===== config.mk =====
export PLATFORM = sky130hd
export DESIGN_NAME = regfile_write_arbiter
export DESIGN_NICKNAME = d
export VERILOG_FILES = /design/src/rtl/regfile_write_arbiter.sv
export SDC_FILE = /design/constraint.sdc
export NUM_CORES = 1
export LEC_CHECK = 0
export ABC_AREA = 1
export BUFFER_PORTS_ARGS = -buffer_cell sky130_fd_sc_hd__buf_2
export CAP_MARGIN = 20
export CORE_ASPECT_RATIO = 0.5
export CORE_MARGIN = 4
export CORE_UTILIZATION = 48
export CTS_BUF_LIST = sky130_fd_sc_hd__clkbuf_8
export CTS_CLUSTER_DIAMETER = 120
export CTS_CLUSTER_SIZE = 25
export DETAILED_ROUTE_END_ITERATION = 8
export HOLD_SLACK_MARGIN = 0.12
export PLACE_DENSITY = 0.91
export SKIP_CTS_REPAIR_TIMING = 1
export SLEW_MARGIN = 20
export SYNTH_ARGS = -nofsm -noshare
export SYNTH_HDL_FRONTEND = slang
export SYNTH_SLANG_ARGS = --single-unit
export TNS_END_PERCENT = 30

===== constraint.sdc =====
create_clock -name clock -period 2.28 [get_ports clock]
set_clock_uncertainty 0.1 [all_clocks]
set_input_delay 0.456 -clock clock [delete_from_list [all_inputs] [get_ports clock]]
set_output_delay 0.456 -clock clock [all_outputs]
set_load 0.02 [all_outputs]

===== src/rtl/regfile_write_arbiter.sv =====
// Purpose : round-robin arbiter that shares the single register-file write port among N_REQ writeback sources.
// Latency : req_ready is combinational in the request cycle; load_en/wr_data/grant_id/wr_fire are registered one cycle after the handshake.
// Backpressure: a request stalls (req_ready=0) while another requester wins, while hold=1, or while reset=1; the request must stay stable until it is granted.
//
// Ports:
//   clock, reset      rising-edge clock, synchronous active-high reset
//   hold              suppresses any grant in the current cycle
//   req_valid         per-requester write request
//   req_addr          packed addresses, requester i at [i*ADDR_WIDTH +: ADDR_WIDTH]
//   req_data          packed data, requester i at [i*DATA_WIDTH +: DATA_WIDTH]
//   req_ready         combinational one-hot grant
//   load_en           registered one-hot load enables, one per register
//   wr_data           registered write data shared by all registers
//   grant_id          registered index of the last winner
//   wr_fire           registered strobe, 1 in the cycle after any grant
//
// Build option: REGFILE_ZERO_REG_EN makes register 0 hardwired zero. A write to
// address 0 still handshakes and fires, but load_en stays all-zero.

module regfile_write_arbiter #(
    parameter int N_REQ      = 4,
    parameter int DATA_WIDTH = 8,
    parameter int ADDR_WIDTH = 3
) (
    input  logic                            clock,
    input  logic                            reset,
    input  logic                            hold,
    input  logic [N_REQ-1:0]                req_valid,
    input  logic [N_REQ*ADDR_WIDTH-1:0]     req_addr,
    input  logic [N_REQ*DATA_WIDTH-1:0]     req_data,
    output logic [N_REQ-1:0]                req_ready,
    output logic [(1<<ADDR_WIDTH)-1:0]      load_en,
    output logic [DATA_WIDTH-1:0]           wr_data,
    output logic [$clog2(N_REQ)-1:0]        grant_id,
    output logic                            wr_fire
);

    localparam int ID_W  = $clog2(N_REQ);
    localparam int N_REG = 1 << ADDR_WIDTH;

    // Registered write command that drives the register file.
    typedef struct packed {
        logic [N_REG-1:0]      load_en;
        logic [DATA_WIDTH-1:0] data;
        logic [ID_W-1:0]       id;
        logic                  fire;
    } wr_cmd_t;

    wr_cmd_t         cmd_q;
    wr_cmd_t         cmd_d;
    logic [ID_W-1:0] rr_ptr;
    logic [ID_W-1:0] ptr_d;

    logic            grant_any;
    logic [ID_W-1:0] grant_idx;

    logic [ADDR_WIDTH-1:0] addr_arr [N_REQ];
    logic [DATA_WIDTH-1:0] data_arr [N_REQ];
    logic [ADDR_WIDTH-1:0] sel_addr;
    logic [DATA_WIDTH-1:0] sel_data;
    logic [N_REG-1:0]      dec;

    // Unpack the flat request buses so the winner can be selected by index.
    for (genvar i = 0; i < N_REQ; i++) begin : g_unpack
        assign addr_arr[i] = req_addr[i*ADDR_WIDTH +: ADDR_WIDTH];
        assign data_arr[i] = req_data[i*DATA_WIDTH +: DATA_WIDTH];
    end

    // Rotating-priority search starting at rr_ptr. The candidate index is
    // wrapped by subtraction, so it stays below N_REQ even when N_REQ is not
    // a power of two.
    always_comb begin : arb
        int              cand;
        logic [ID_W-1:0] cand_idx;
        cand      = 0;
        cand_idx  = '0;
        grant_any = 1'b0;
        grant_idx = '0;
        for (int k = 0; k < N_REQ; k++) begin
            cand = int'(rr_ptr) + k;
            if (cand >= N_REQ) begin
                cand = cand - N_REQ;
            end
            cand_idx = cand[ID_W-1:0];
            if (!grant_any && req_valid[cand_idx]) begin
                grant_any = 1'b1;
                grant_idx = cand_idx;
            end
        end
        // Reset also blocks the grant so that no handshake can complete
        // while the block is being cleared.
        if (reset || hold) begin
            grant_any = 1'b0;
        end
    end

    always_comb begin
        req_ready = '0;
        if (grant_any) begin
            req_ready[grant_idx] = 1'b1;
        end
    end

    assign sel_addr = addr_arr[grant_idx];
    assign sel_data = data_arr[grant_idx];

    // Address decode into the per-register load enables.
    always_comb begin
        dec           = '0;
        dec[sel_addr] = 1'b1;
`ifdef REGFILE_ZERO_REG_EN
        // Register 0 reads as zero: the write is accepted but never loaded.
        if (sel_addr == '0) begin
            dec = '0;
        end
`else
`endif
    end

    // Next registered command and pointer. Without a grant the data and id
    // are held, and only the strobes drop.
    always_comb begin
        cmd_d         = cmd_q;
        cmd_d.load_en = '0;
        cmd_d.fire    = 1'b0;
        ptr_d         = rr_ptr;
        if (grant_any) begin
            cmd_d.load_en = dec;
            cmd_d.data    = sel_data;
            cmd_d.id      = grant_idx;
            cmd_d.fire    = 1'b1;
            ptr_d         = (grant_idx == ID_W'(N_REQ - 1)) ? '0 : grant_idx + ID_W'(1);
        end
    end

    always_ff @(posedge clock) begin
        if (reset) begin
            cmd_q  <= '0;
            rr_ptr <= '0;
        end else begin
            cmd_q  <= cmd_d;
            rr_ptr <= ptr_d;
        end
    end

    assign load_en  = cmd_q.load_en;
    assign wr_data  = cmd_q.data;
    assign grant_id = cmd_q.id;
    assign wr_fire  = cmd_q.fire;

endmodule


==> impl_metrics.env <==
export IMPL_status="finished, violations left"
export IMPL_violations="negative setup slack"
export IMPL_yosysMostFrequentCell="nand2_1"
export IMPL_pwr_density_cell_nw_per_um2=1450
export IMPL_rr_startpoint="rr_ptr[0]"
export IMPL_portBuffers=73
export IMPL_num_antenna_cells=0
export IMPL_syn_nets=317
export IMPL_cp_max_fo=8
export IMPL_min_from="reset"
export IMPL_grt_max_degree=15
export IMPL_gp_congestion=0.918
export IMPL_die_area_um2=4290
export IMPL_combPwrFrac=0.764
export IMPL_overflow=0
export IMPL_track_usage=0.211
export IMPL_ioPinCount=74
export IMPL_critPathLaunchType="register"
export IMPL_hp_class="in2reg"
export IMPL_ys_top_cells_by_area="nand2_1 (29%), dfxtp_1 (27%), inv_1 (7.4%)"
export IMPL_postSynthAreaPerCell_um2=5.97
export IMPL_cts_tree="yes"
export IMPL_n_fill_cell=204
export IMPL_synthArstFlopShare=0
export IMPL_cts_max_path_buffers=2
export IMPL_critPathKind="reg2out"
export IMPL_pwr_share_clk=0.075
export IMPL_rr_endpoint="wr_data[3]"
export IMPL_synthesis_area_um2=1570
export IMPL_finalCritPeriodShare=1.12
export IMPL_synth_edff_count=0
export IMPL_ys_seq_elements=21
export IMPL_cts_sinks=21
export IMPL_yosys_area_top_type="nand2_1"
export IMPL_rows=14
export IMPL_synth_top_area_frac=0.293
export IMPL_hold_viol=0
export IMPL_setup_viol=4
export IMPL_hold_depth=2
export IMPL_ir_drop_mv=0.814
export IMPL_power_switching_mw=1.75
export IMPL_hold_end="rr_ptr[0]"
export IMPL_worstRegToRegCells=15
export IMPL_synth_ff_type="dfxtp_1"
export IMPL_drv_slew=0
export IMPL_switching_share=0.528
export IMPL_fmax_mhz=391
export IMPL_rrSetupSlack_ns=0.13
export IMPL_yosysWarningCount=0
export IMPL_critPathRequiredTime_ns=1.72
export IMPL_top_layer="met4"
export IMPL_initial_core_util=0.511
export IMPL_area_growth_pct=45.6
export IMPL_grt_pass1_vias=1725
export IMPL_grt_first_pass_wirelength_um=7290
export IMPL_routedWlPerCell_um=13.8
export IMPL_die_width_um=88.8
export IMPL_clk_pin_slew_ns=0.08
export IMPL_drc=0
export IMPL_ys_seq_area_frac=0.269
export IMPL_drt_initial_drc_count=119
export IMPL_period_needed_ns=2.56
export IMPL_wl_met2_um=2810
export IMPL_fin_util=0.744
export IMPL_crit_arrival_ns=2.00
export IMPL_vias=2060
export IMPL_endpoint_kind="primary output"
export IMPL_worst_slack_ns=-0.278
export IMPL_pre_cts_slack_ns=-0.221
export IMPL_viasPerCell=5.23
export IMPL_die_h_um=48.4
export IMPL_dp_hpwl_um=3610
export IMPL_leakagePower_nw=1.33
export IMPL_rsz0062_at_grt="true"
export IMPL_ant_nets=0
export IMPL_yosysUniqueCellTypes=22
export IMPL_cts_root_buffer="clkbuf_8"
export IMPL_cts_buffers=3
export IMPL_htreeDepth=1
export IMPL_seqPwrFrac=0.161
export IMPL_slew_headroom=0.839
export IMPL_core_region_area_um2=3070
export IMPL_layout_drive_gt1_share=0.407
export IMPL_wl_met3_um=331
export IMPL_antenna_found_initial=0
export IMPL_firstDrtPassIters=4
export IMPL_drt_wl_total_um=5430
export IMPL_worstSkewPairLatency_ns=0.27
export IMPL_postSynthCellCount=262
export IMPL_drt_met1_wl_um=2040
export IMPL_maxCapViolations=0
export IMPL_synthTopCellsByCount="nand2_1 (122), inv_1 (31), dfxtp_1 (21), nand3_1 (21)"
export IMPL_nets=410
export IMPL_power_internal_mw=1.56
export IMPL_worstMarginPinSlew_ns=0.239
registers in the layout (all words and copies together) (netlist names):
register,cells
grant_id,2
load_en,8
rr_ptr,2
wr_data,8
wr_fire,1
critical path: stages, from the launching register on:
cell     delay, ns
dfxtp_4       0.39
buf_8         0.13
nand2_1       0.08
nand3_2       0.10
nand2_2       0.08
inv_1         0.09
nand2_1       0.08
nand2_2       0.09
nand3_4       0.13
inv_4         0.12
ha_1          0.16
inv_1         0.05
nor2_2        0.09
buf_4         0.15
how the worst max path moves through the flow:
stage | start | to | depth (start not counted)
global placement | req_valid[3] | req_ready[3] | 14
detailed placement | req_valid[3] | req_ready[3] | 14
finish | rr_ptr[0] | req_ready[1] | 13
CTS | rr_ptr[0] | req_ready[3] | 13
global route | rr_ptr[1] | req_ready[3] | 14
floorplan | req_valid[3] | req_ready[0] | 11
metrics by stage:
step / total power [mW] / hold WS, ns / area [um2] / TNS [ns] / cells
global placement: 2.51 / 0.338 / 2070 / -0.222 / 387
detailed placement: 2.60 / 0.351 / 2070 / -0.609 / 387
finish: 3.31 / 0.245 / 2280 / -1.05 / 394
global route: 3.58 / 0.242 / 2280 / -1.53 / 394
CTS: 2.86 / 0.256 / 2110 / -1.46 / 391
floorplan: 2.05 / 0.425 / 1570 / -0.0979 / 262
cells by family (layout without fill, tap and decap cells):
family,Yosys count,in the layout,share of synthesized area
AOI/OAI and AO/OA,10,10,0.0376
and+or+nand+nor,185,185,0.536
DFF,21,21,0.269
adders and majority gates,4,4,0.0320
buffers and inverters,42,134,0.126
routing by layer:
layer,track usage,vias up
met5,0,-
met4,0.0678,0
li1,-,1000
met2,0.390,98
met1,0.237,929
met3,0.0441,33
final cells by class:
cell class / instances / area, um2 / area share
Multi-Input combinational cell: 199 / 1050 / 0.463
Timing Repair Buffer: 96 / 563 / 0.247
Sequential cell: 21 / 428 / 0.188
Inverter: 34 / 138 / 0.0604
Tap cell: 40 / 50.0 / 0.0220
Clock buffer: 3 / 41.3 / 0.0181
Clock inverter: 1 / 5.00 / 0.00220
power groups by stage:
stage	clock network [mW]	registers, mW	logic, mW
floorplan	0	0.631	1.41
global placement	0	0.519	1.99
detailed placement	0	0.524	2.08
CTS	0.249	0.518	2.10
global route	0.275	0.543	2.76
finish	0.249	0.532	2.53
cell usage in the layout (no fill, tap or decap):
cell type  count
nand2_1      111
buf_2         69
inv_1         27
buf_4         24
dfxtp_1       19
nand3_1       16
nand4_1       14
nand2_2       12
nor2_1        12
nand3_2        9
inv_2          4
o21ai_0        4
nand2_4        3
clkbuf_8       3
inv_4          2
nor2_4         2
nand3_4        2
nor2_2         2
o21ai_1        2
o211ai_1       2
ha_4           2
buf_6          2
dfxtp_4        2
inv_6          1
or2_1          1
a21oi_4        1
or2_2          1
a21oi_1        1
ha_1           1
ha_2           1
clkinv_2       1
buf_8          1
Note: power is estimated with default switching activity, not from simulation.
